$ cat config.mk
export PLATFORM = sky130hd
export DESIGN_NAME = mem_arbiter
export DESIGN_NICKNAME = d
export VERILOG_FILES = /design/src/rtl/mem_arbiter.sv
export SDC_FILE = /design/constraint.sdc
export NUM_CORES = 1
export LEC_CHECK = 0
export ABC_AREA = 0
export CORE_MARGIN = 2
export CORE_UTILIZATION = 44
export CTS_BUF_LIST = sky130_fd_sc_hd__clkbuf_16
export DETAILED_ROUTE_END_ITERATION = 8
export HOLD_SLACK_MARGIN = 0.03
export PLACE_DENSITY = 0.85
export SYNTH_ARGS = -nofsm -noshare
export SYNTH_HDL_FRONTEND = slang
export SYNTH_SLANG_ARGS = --single-unit
$ cat constraint.sdc
create_clock -name clk -period 4.6 [get_ports clk]
set_input_delay 0.46 -clock clk [delete_from_list [all_inputs] [get_ports clk]]
set_output_delay 0.46 -clock clk [all_outputs]
set_load 0.01 [all_outputs]
$ cat src/rtl/mem_arbiter.sv
// Shares one single-port SRAM between IF (read) and MEM (read/write); MEM has fixed priority.
// Latency: ack WAIT_CYCLES+2 cycles after grant; backpressure via level req held until ack, stalls = req && !ack.
module mem_arbiter #(
    parameter int ADDR_W      = 16,
    parameter int DATA_W      = 16,
    parameter int WAIT_CYCLES = 1
) (
    input  logic              clk,
    input  logic              rst,
    input  logic              if_req_i,
    input  logic [ADDR_W-1:0] if_addr_i,
    output logic [DATA_W-1:0] if_data_o,
    output logic              if_ack_o,
    input  logic              mem_req_i,
    input  logic              mem_we_i,
    input  logic [ADDR_W-1:0] mem_addr_i,
    input  logic [DATA_W-1:0] mem_wdata_i,
    output logic [DATA_W-1:0] mem_rdata_o,
    output logic              mem_ack_o,
    output logic              ram_ce_o,
    output logic              ram_oe_o,
    output logic              ram_we_o,
    output logic [ADDR_W-1:0] ram_addr_o,
    output logic [DATA_W-1:0] ram_wdata_o,
    input  logic [DATA_W-1:0] ram_rdata_i,
    output logic              if_stall_o,
    output logic              mem_stall_o,
    output logic              busy_o
);

    typedef enum logic {IDLE = 1'b0, BUSY = 1'b1} state_t;

    localparam logic [2:0] WAIT_INIT = 3'(WAIT_CYCLES);
    localparam bit         ZERO_WAIT = (WAIT_CYCLES == 0);

    state_t              state_q, state_d;
    logic [2:0]          cnt_q, cnt_d;
    logic                gnt_mem_q, gnt_mem_d;
    logic                we_q, we_d;
    logic [ADDR_W-1:0]   addr_q, addr_d;
    logic [DATA_W-1:0]   wdata_q, wdata_d;
    logic                if_ack_q, if_ack_d;
    logic                mem_ack_q, mem_ack_d;
    logic [DATA_W-1:0]   if_data_q, if_data_d;
    logic [DATA_W-1:0]   mem_rdata_q, mem_rdata_d;
    logic                mem_elig, if_elig;

    // A requester whose ack is showing this cycle has already been served.
    assign mem_elig = mem_req_i && !mem_ack_q;
    assign if_elig  = if_req_i && !if_ack_q;

    always_comb begin
        state_d     = state_q;
        cnt_d       = cnt_q;
        gnt_mem_d   = gnt_mem_q;
        we_d        = we_q;
        addr_d      = addr_q;
        wdata_d     = wdata_q;
        if_ack_d    = 1'b0;
        mem_ack_d   = 1'b0;
        if_data_d   = if_data_q;
        mem_rdata_d = mem_rdata_q;
        case (state_q)
            IDLE: begin
                if (mem_elig) begin
                    gnt_mem_d = 1'b1;
                    addr_d    = mem_addr_i;
                    we_d      = mem_we_i;
                    wdata_d   = mem_wdata_i;
                    cnt_d     = WAIT_INIT;
                    state_d   = BUSY;
                end else if (if_elig) begin
                    gnt_mem_d = 1'b0;
                    addr_d    = if_addr_i;
                    we_d      = 1'b0;
                    cnt_d     = WAIT_INIT;
                    state_d   = BUSY;
                end
            end
            BUSY: begin
                if (cnt_q != 3'd0) begin
                    cnt_d = cnt_q - 3'd1;
                end else begin
                    state_d = IDLE;
                    if (gnt_mem_q) begin
                        mem_ack_d = 1'b1;
                        if (!we_q) mem_rdata_d = ram_rdata_i;
                    end else begin
                        if_ack_d  = 1'b1;
                        if_data_d = ram_rdata_i;
                    end
                end
            end
            default: state_d = IDLE;
        endcase
    end

    always_ff @(posedge clk or posedge rst) begin
        if (rst) begin
            state_q     <= IDLE;
            cnt_q       <= 3'd0;
            gnt_mem_q   <= 1'b0;
            we_q        <= 1'b0;
            addr_q      <= '0;
            wdata_q     <= '0;
            if_ack_q    <= 1'b0;
            mem_ack_q   <= 1'b0;
            if_data_q   <= '0;
            mem_rdata_q <= '0;
        end else begin
            state_q     <= state_d;
            cnt_q       <= cnt_d;
            gnt_mem_q   <= gnt_mem_d;
            we_q        <= we_d;
            addr_q      <= addr_d;
            wdata_q     <= wdata_d;
            if_ack_q    <= if_ack_d;
            mem_ack_q   <= mem_ack_d;
            if_data_q   <= if_data_d;
            mem_rdata_q <= mem_rdata_d;
        end
    end

    // Strobes decode only from registered state so they cannot glitch on request edges;
    // WE drops on the last BUSY cycle to give address/data hold time.
    assign busy_o      = (state_q == BUSY);
    assign ram_ce_o    = busy_o;
    assign ram_oe_o    = busy_o && !we_q;
    assign ram_we_o    = busy_o && we_q && ((cnt_q != 3'd0) || ZERO_WAIT);
    assign ram_addr_o  = addr_q;
    assign ram_wdata_o = wdata_q;

    assign if_ack_o    = if_ack_q;
    assign mem_ack_o   = mem_ack_q;
    assign if_data_o   = if_data_q;
    assign mem_rdata_o = mem_rdata_q;
    assign if_stall_o  = if_req_i && !if_ack_q;
    assign mem_stall_o = mem_req_i && !mem_ack_q;

endmodule
# Yosys cells after proc, flatten, opt, wreduce, memory -nomap -nowiden
# Index checks and enable logic that the tools add are counted.
# totals
ff_bits	72
inputBits	69
output_inout_bits	72
wordCells	51
# op_classes
add_sub_neg	1
eq_ne	2
n_mux	19
n_bitwise	4
reduce_logical	15
# op_table
operator	count
16-bit two-way mux	2
1-bit two-way mux	12
3-bit two-way mux	3
3-bit case mux with 2 select lines	1
2-bit AND reduction	3
1-bit logical AND	5
1-bit NOT	4
4-bit AND reduction	1
1-bit zero test	3
3-bit != test, second input constant	1
3-bit AND reduction	1
3-bit nonzero test	1
3-bit by 1-bit subtractor with 3-bit output, second input constant	1
2-bit by 1-bit != test with 1-bit output, second input constant	1
1-bit case mux with 2 select lines	1
2-bit nonzero test	1

# Depth between registers and ports, before layout
# depth
word_depth	5
ltp_mapped	8
depth_no_buf	6

# Least setup slack after synthesis
# No wires, ideal clock.
# synth_path
kind	flip-flop to flip-flop
from	register cnt_q[0]
to	register mem_rdata_q[0] (netlist: mem_rdata_o[0])
setup_time_ns	0.125
arrival_ns	1.597
required_time_ns	4.475
path_slack_ns	2.878
path_stages_with_launch	9
path_buffers	2
period_less_slack_ns	1.722
path_cell_list	dfrtp_1 > inv_1 > ha_1 > ha_1 > and3_4 > nand2b_1 > buf_6 > buf_6 > mux2_4
# synth_between
elab_chain_cells	3
# synth_lines
item	line	source
from (decl)	37	logic [2:0] cnt_q, cnt_d;
from (signal assigned)	112	cnt_q <= cnt_d;
3-bit nonzero test	81	if (cnt_q != 3'd0) begin
1-bit NOT (no source line)	--	
4-bit AND reduction (no source line)	--	
to (signal assigned)	120	mem_rdata_q <= mem_rdata_d;
to (decl)	45	logic [DATA_W-1:0] mem_rdata_q, mem_rdata_d;
# No other way between the ends.
# A chain may end at the register's enable or synchronous reset.

# Worst setup path in the final report
# layout_path
from	register cnt_q[0]
to	output port ram_we_o
# layout_between
elab_chain_cells	2
# layout_lines
item	line	source
3-bit nonzero test	129	assign ram_we_o = busy_o && we_q && ((cnt_q != 3'd0) || ZERO_WAIT);
1-bit logical AND	129	
to (decl)	22	output logic ram_we_o,
# No other way between the ends.

==> impl.org <==
** STA
- The final-report hold violation count was 0.
- Unrepaired setup endpoints after global routing :: no
- Final setup TNS :: 0 ps
- Setup violations remaining at the end of the flow were counted as 0.
- The count of final max-slew check failures was 0.
- Final period util :: 53.4%
- Transition time at the pin with the least slew margin :: 1040 ps
- Headroom to the max-slew limit came out at 30.8%.
- Highest clock rate :: 407 MHz
- Maximum clock skew at final layout :: 6.34 ps
- After layout, the minimum clock period comes to 2460 ps.

** Route
- Avg WL per Cell :: 15.9 um
- In the routed layout, each cell is associated on average with a via count of 4.89.
- After detailed routing, the number of remaining DRC violations is 0.
- Detailed routing inserted a total of 2057 vias.
- After detailed routing, the total wire length is 6710 um.
- DR iter-0 viols :: 76
- Length of the first detailed-routing pass in iterations :: 4
- Post-route antenna net violation count :: 0

** CTS
- Total of cells resized after clock tree synthesis :: 0
- TritonCTS built the clock tree.
- Num CTS Buffers :: 9
- In this run the number of H-tree levels came out at 3.
- In this run the post-CTS setup repair buffer count came out at 0.
- Clock latency on the worst-skew pair, taken at its later pin, is 320 ps.
- The clock net in this run drives a total of 72 sinks.
- After clock tree synthesis, the clock-pin slew on the worst setup and hold paths is 50 ps.
- Hold-fix buffers at CTS :: 0
- The root buffer cell chosen for the clock tree is sky130_fd_sc_hd__clkbuf_16.
- CTS max path bufs :: 2

** Placed design
- Once placement finished, the instance area stood at 4460 um2.
- IO buf count :: 140
- Detailed placement finished with a half-perimeter wire length of 4980 um.
- Routability-driven placement finished with a final weighted congestion of 0.718.

** Min path
- The tightest min-delay check is of the flop to flop type.

** Power and ir drop
- For this design the static power due to leakage is 2.03 nW.
- Pwr per Cell Area :: 695 nW/um2
- IR analysis of the VDD net gives a maximum drop of 0.353 mV.

** Yosys
- Counting flops and latches in the post-synthesis netlist gives 72.
- Sequential cells were found to cover 59.4% of the synthesized design area.
- Of the post-synthesis cell area, the dominant cell type holds 59.4%.
- Most common cell in the synthesized netlist :: sky130_fd_sc_hd__dfrtp_1
- By count the netlist is led by 72 x sky130_fd_sc_hd__dfrtp_1, 70 x sky130_fd_sc_hd__mux2_2, 10 x sky130_fd_sc_hd__mux2_4.
- Share of flip-flops with an asynchronous set or reset :: 100%
- Number of enable flip-flop cells after synthesis :: 0
- Top cells by area, synth :: sky130_fd_sc_hd__dfrtp_1 59%, sky130_fd_sc_hd__mux2_2 26%, sky130_fd_sc_hd__mux2_4 5.0%, sky130_fd_sc_hd__buf_6 1.5%, sky130_fd_sc_hd__nand2b_4 0.91%
- During synthesis, Yosys emitted a total of 0 warnings.
- Summed over all instances, the cell type with the most area after synthesis is sky130_fd_sc_hd__dfrtp_1.
- Count of unique library cells instantiated by Yosys :: 24
- Avg Synthesized Cell Area :: 15.7 um2
- The cell count after synthesis came out at 193.
- The most used flip-flop cell after synthesis is sky130_fd_sc_hd__dfrtp_1.
- Synthesized net count :: 264
- After synthesis the cells add up to 3030 um2.

** Finish
- Fin area :: 4740 um2
- P&R area growth vs syn :: 56.5%
- For this run, the post-layout net count is 407.
- Layout filler cell count :: 513
- Measured on the finished design, the core utilization comes to 70.6%.
- Number of antenna cells inserted :: 0
- Fraction of final layout cells sized beyond drive strength 1 :: 29.3%

** Worst setup path
- Arrival @ worst endpoint :: 2000 ps
- Highest fanout seen on the critical path :: 4
- STA puts the critical path data required time at 4140 ps.
- The critical path is of the flop to primary output type.
- CP startpoint kind :: flop
- Critical Path Sink Type :: primary output

** Global routing
- The initial antenna violation count was 0.
- The first global-routing pass estimated 10900 um of wire.
- The via count of the first global-routing pass came to 2243.
- Global routing used 18.8% of the available tracks across all layers.
- Entering global routing, the biggest net connects 44 pins.
- Grt total ovfl :: 0

** Die
- The die is 87.0 um wide.
- The die covers 7570 um2.
- CORE AREA :: 6720 um2
- Standard-cell rows :: 30
- Die Y-Extent :: 87.0 um
- Initial core utilization :: 45.1%
- # IOs :: 141

** Outcome
- The flow ran to the end, and the final reports show no timing, DRC or antenna violations.

** Run
- Max-cap violations :: 0
## final timing paths
check | from | to | slack [ps] | cells after the start
worst max-delay path | cnt_q[0] | ram_we_o | 2140 | 6
worst min-delay path | mem_rdata_o[11] | mem_rdata_o[11] | 500 | 1
worst max register to register | cnt_q[0] | mem_rdata_o[10] | 2300 | 6
worst min register to register | mem_rdata_o[11] | mem_rdata_o[11] | 500 | 1
max in group asynchronous | rst | ram_addr_o[15] | 3080 | 3
min in group asynchronous | rst | if_data_o[0] | 560 | 2
## area by class of cell
| type | count | area (um2) | share of cell area [%] |
|---|---|---|---|
| flip-flops and latches | 72 | 1800 | 38.0 |
| repair buffers | 141 | 1410 | 29.7 |
| multi-input cells | 105 | 1130 | 23.8 |
| clock buffers | 9 | 225 | 4.75 |
| well taps | 80 | 100 | 2.11 |
| clock inverters | 7 | 55.1 | 1.16 |
| inverters | 7 | 26.3 | 0.554 |
## registers in the layout, indices dropped and copies added, names as in the netlist
name         flops
busy_o           1
cnt_q            3
gnt_mem_q        1
if_ack_o         1
if_data_o       16
mem_ack_o        1
mem_rdata_o     16
ram_addr_o      16
ram_wdata_o     16
we_q             1
## per-layer routing
metal,vias up,track usage [%],wire length [um]
li1,956,-,-
met1,1002,22.0,2700
met2,91,31.4,3350
met3,8,6.92,589
met4,0,7.39,62
met5,-,0,0
## where the power goes
| group | switching [W] | internal [W] | leakage, nW |
|---|---|---|---|
| sequential | 0.000183 | 0.000959 | 0.848 |
| combinational | 0.000537 | 0.000970 | 1.04 |
| clock | 0.000240 | 0.000410 | 0.147 |
## layout by cell type (no fill, tap or decap), types with 3 or more instances in the layout
cell type / synthesis / routed
sky130_fd_sc_hd__clkdlybuf4s50_1: 0 / 140
sky130_fd_sc_hd__dfrtp_1: 72 / 72
sky130_fd_sc_hd__mux2_2: 70 / 70
sky130_fd_sc_hd__mux2_4: 10 / 10
sky130_fd_sc_hd__clkbuf_16: 0 / 9
sky130_fd_sc_hd__inv_1: 7 / 8
sky130_fd_sc_hd__nand2_1: 3 / 3
## logic make-up after synthesis
group | after synthesis | synth area share, %
compound gates | 8 | 1.73
fa+ha+maj | 2 | 0.825
buf+inv | 16 | 3.38
flops | 72 | 59.4
mux | 80 | 31.0
simple gates | 15 | 3.67
## critical path, stage by stage (launching register included)
cell                              delay [ps]
sky130_fd_sc_hd__dfrtp_1                 340
sky130_fd_sc_hd__inv_1                    60
sky130_fd_sc_hd__ha_1                    200
sky130_fd_sc_hd__ha_1                    230
sky130_fd_sc_hd__nor2b_1                 160
sky130_fd_sc_hd__and2_1                  140
sky130_fd_sc_hd__clkdlybuf4s50_1         550
## stage by stage
stage / power, W / instances / setup slack (ps) / hold WS (ps)
floorplan: 0.00188 / 193 / 2320 / 485
global placement: 0.00262 / 405 / 2110 / 487
detailed placement: 0.00268 / 405 / 2030 / 493
CTS: 0.00335 / 421 / 2130 / 504
global route: 0.00350 / 421 / 2010 / 510
finish: 0.00330 / 421 / 2140 / 502
Note: power is estimated with default switching activity, not from simulation.
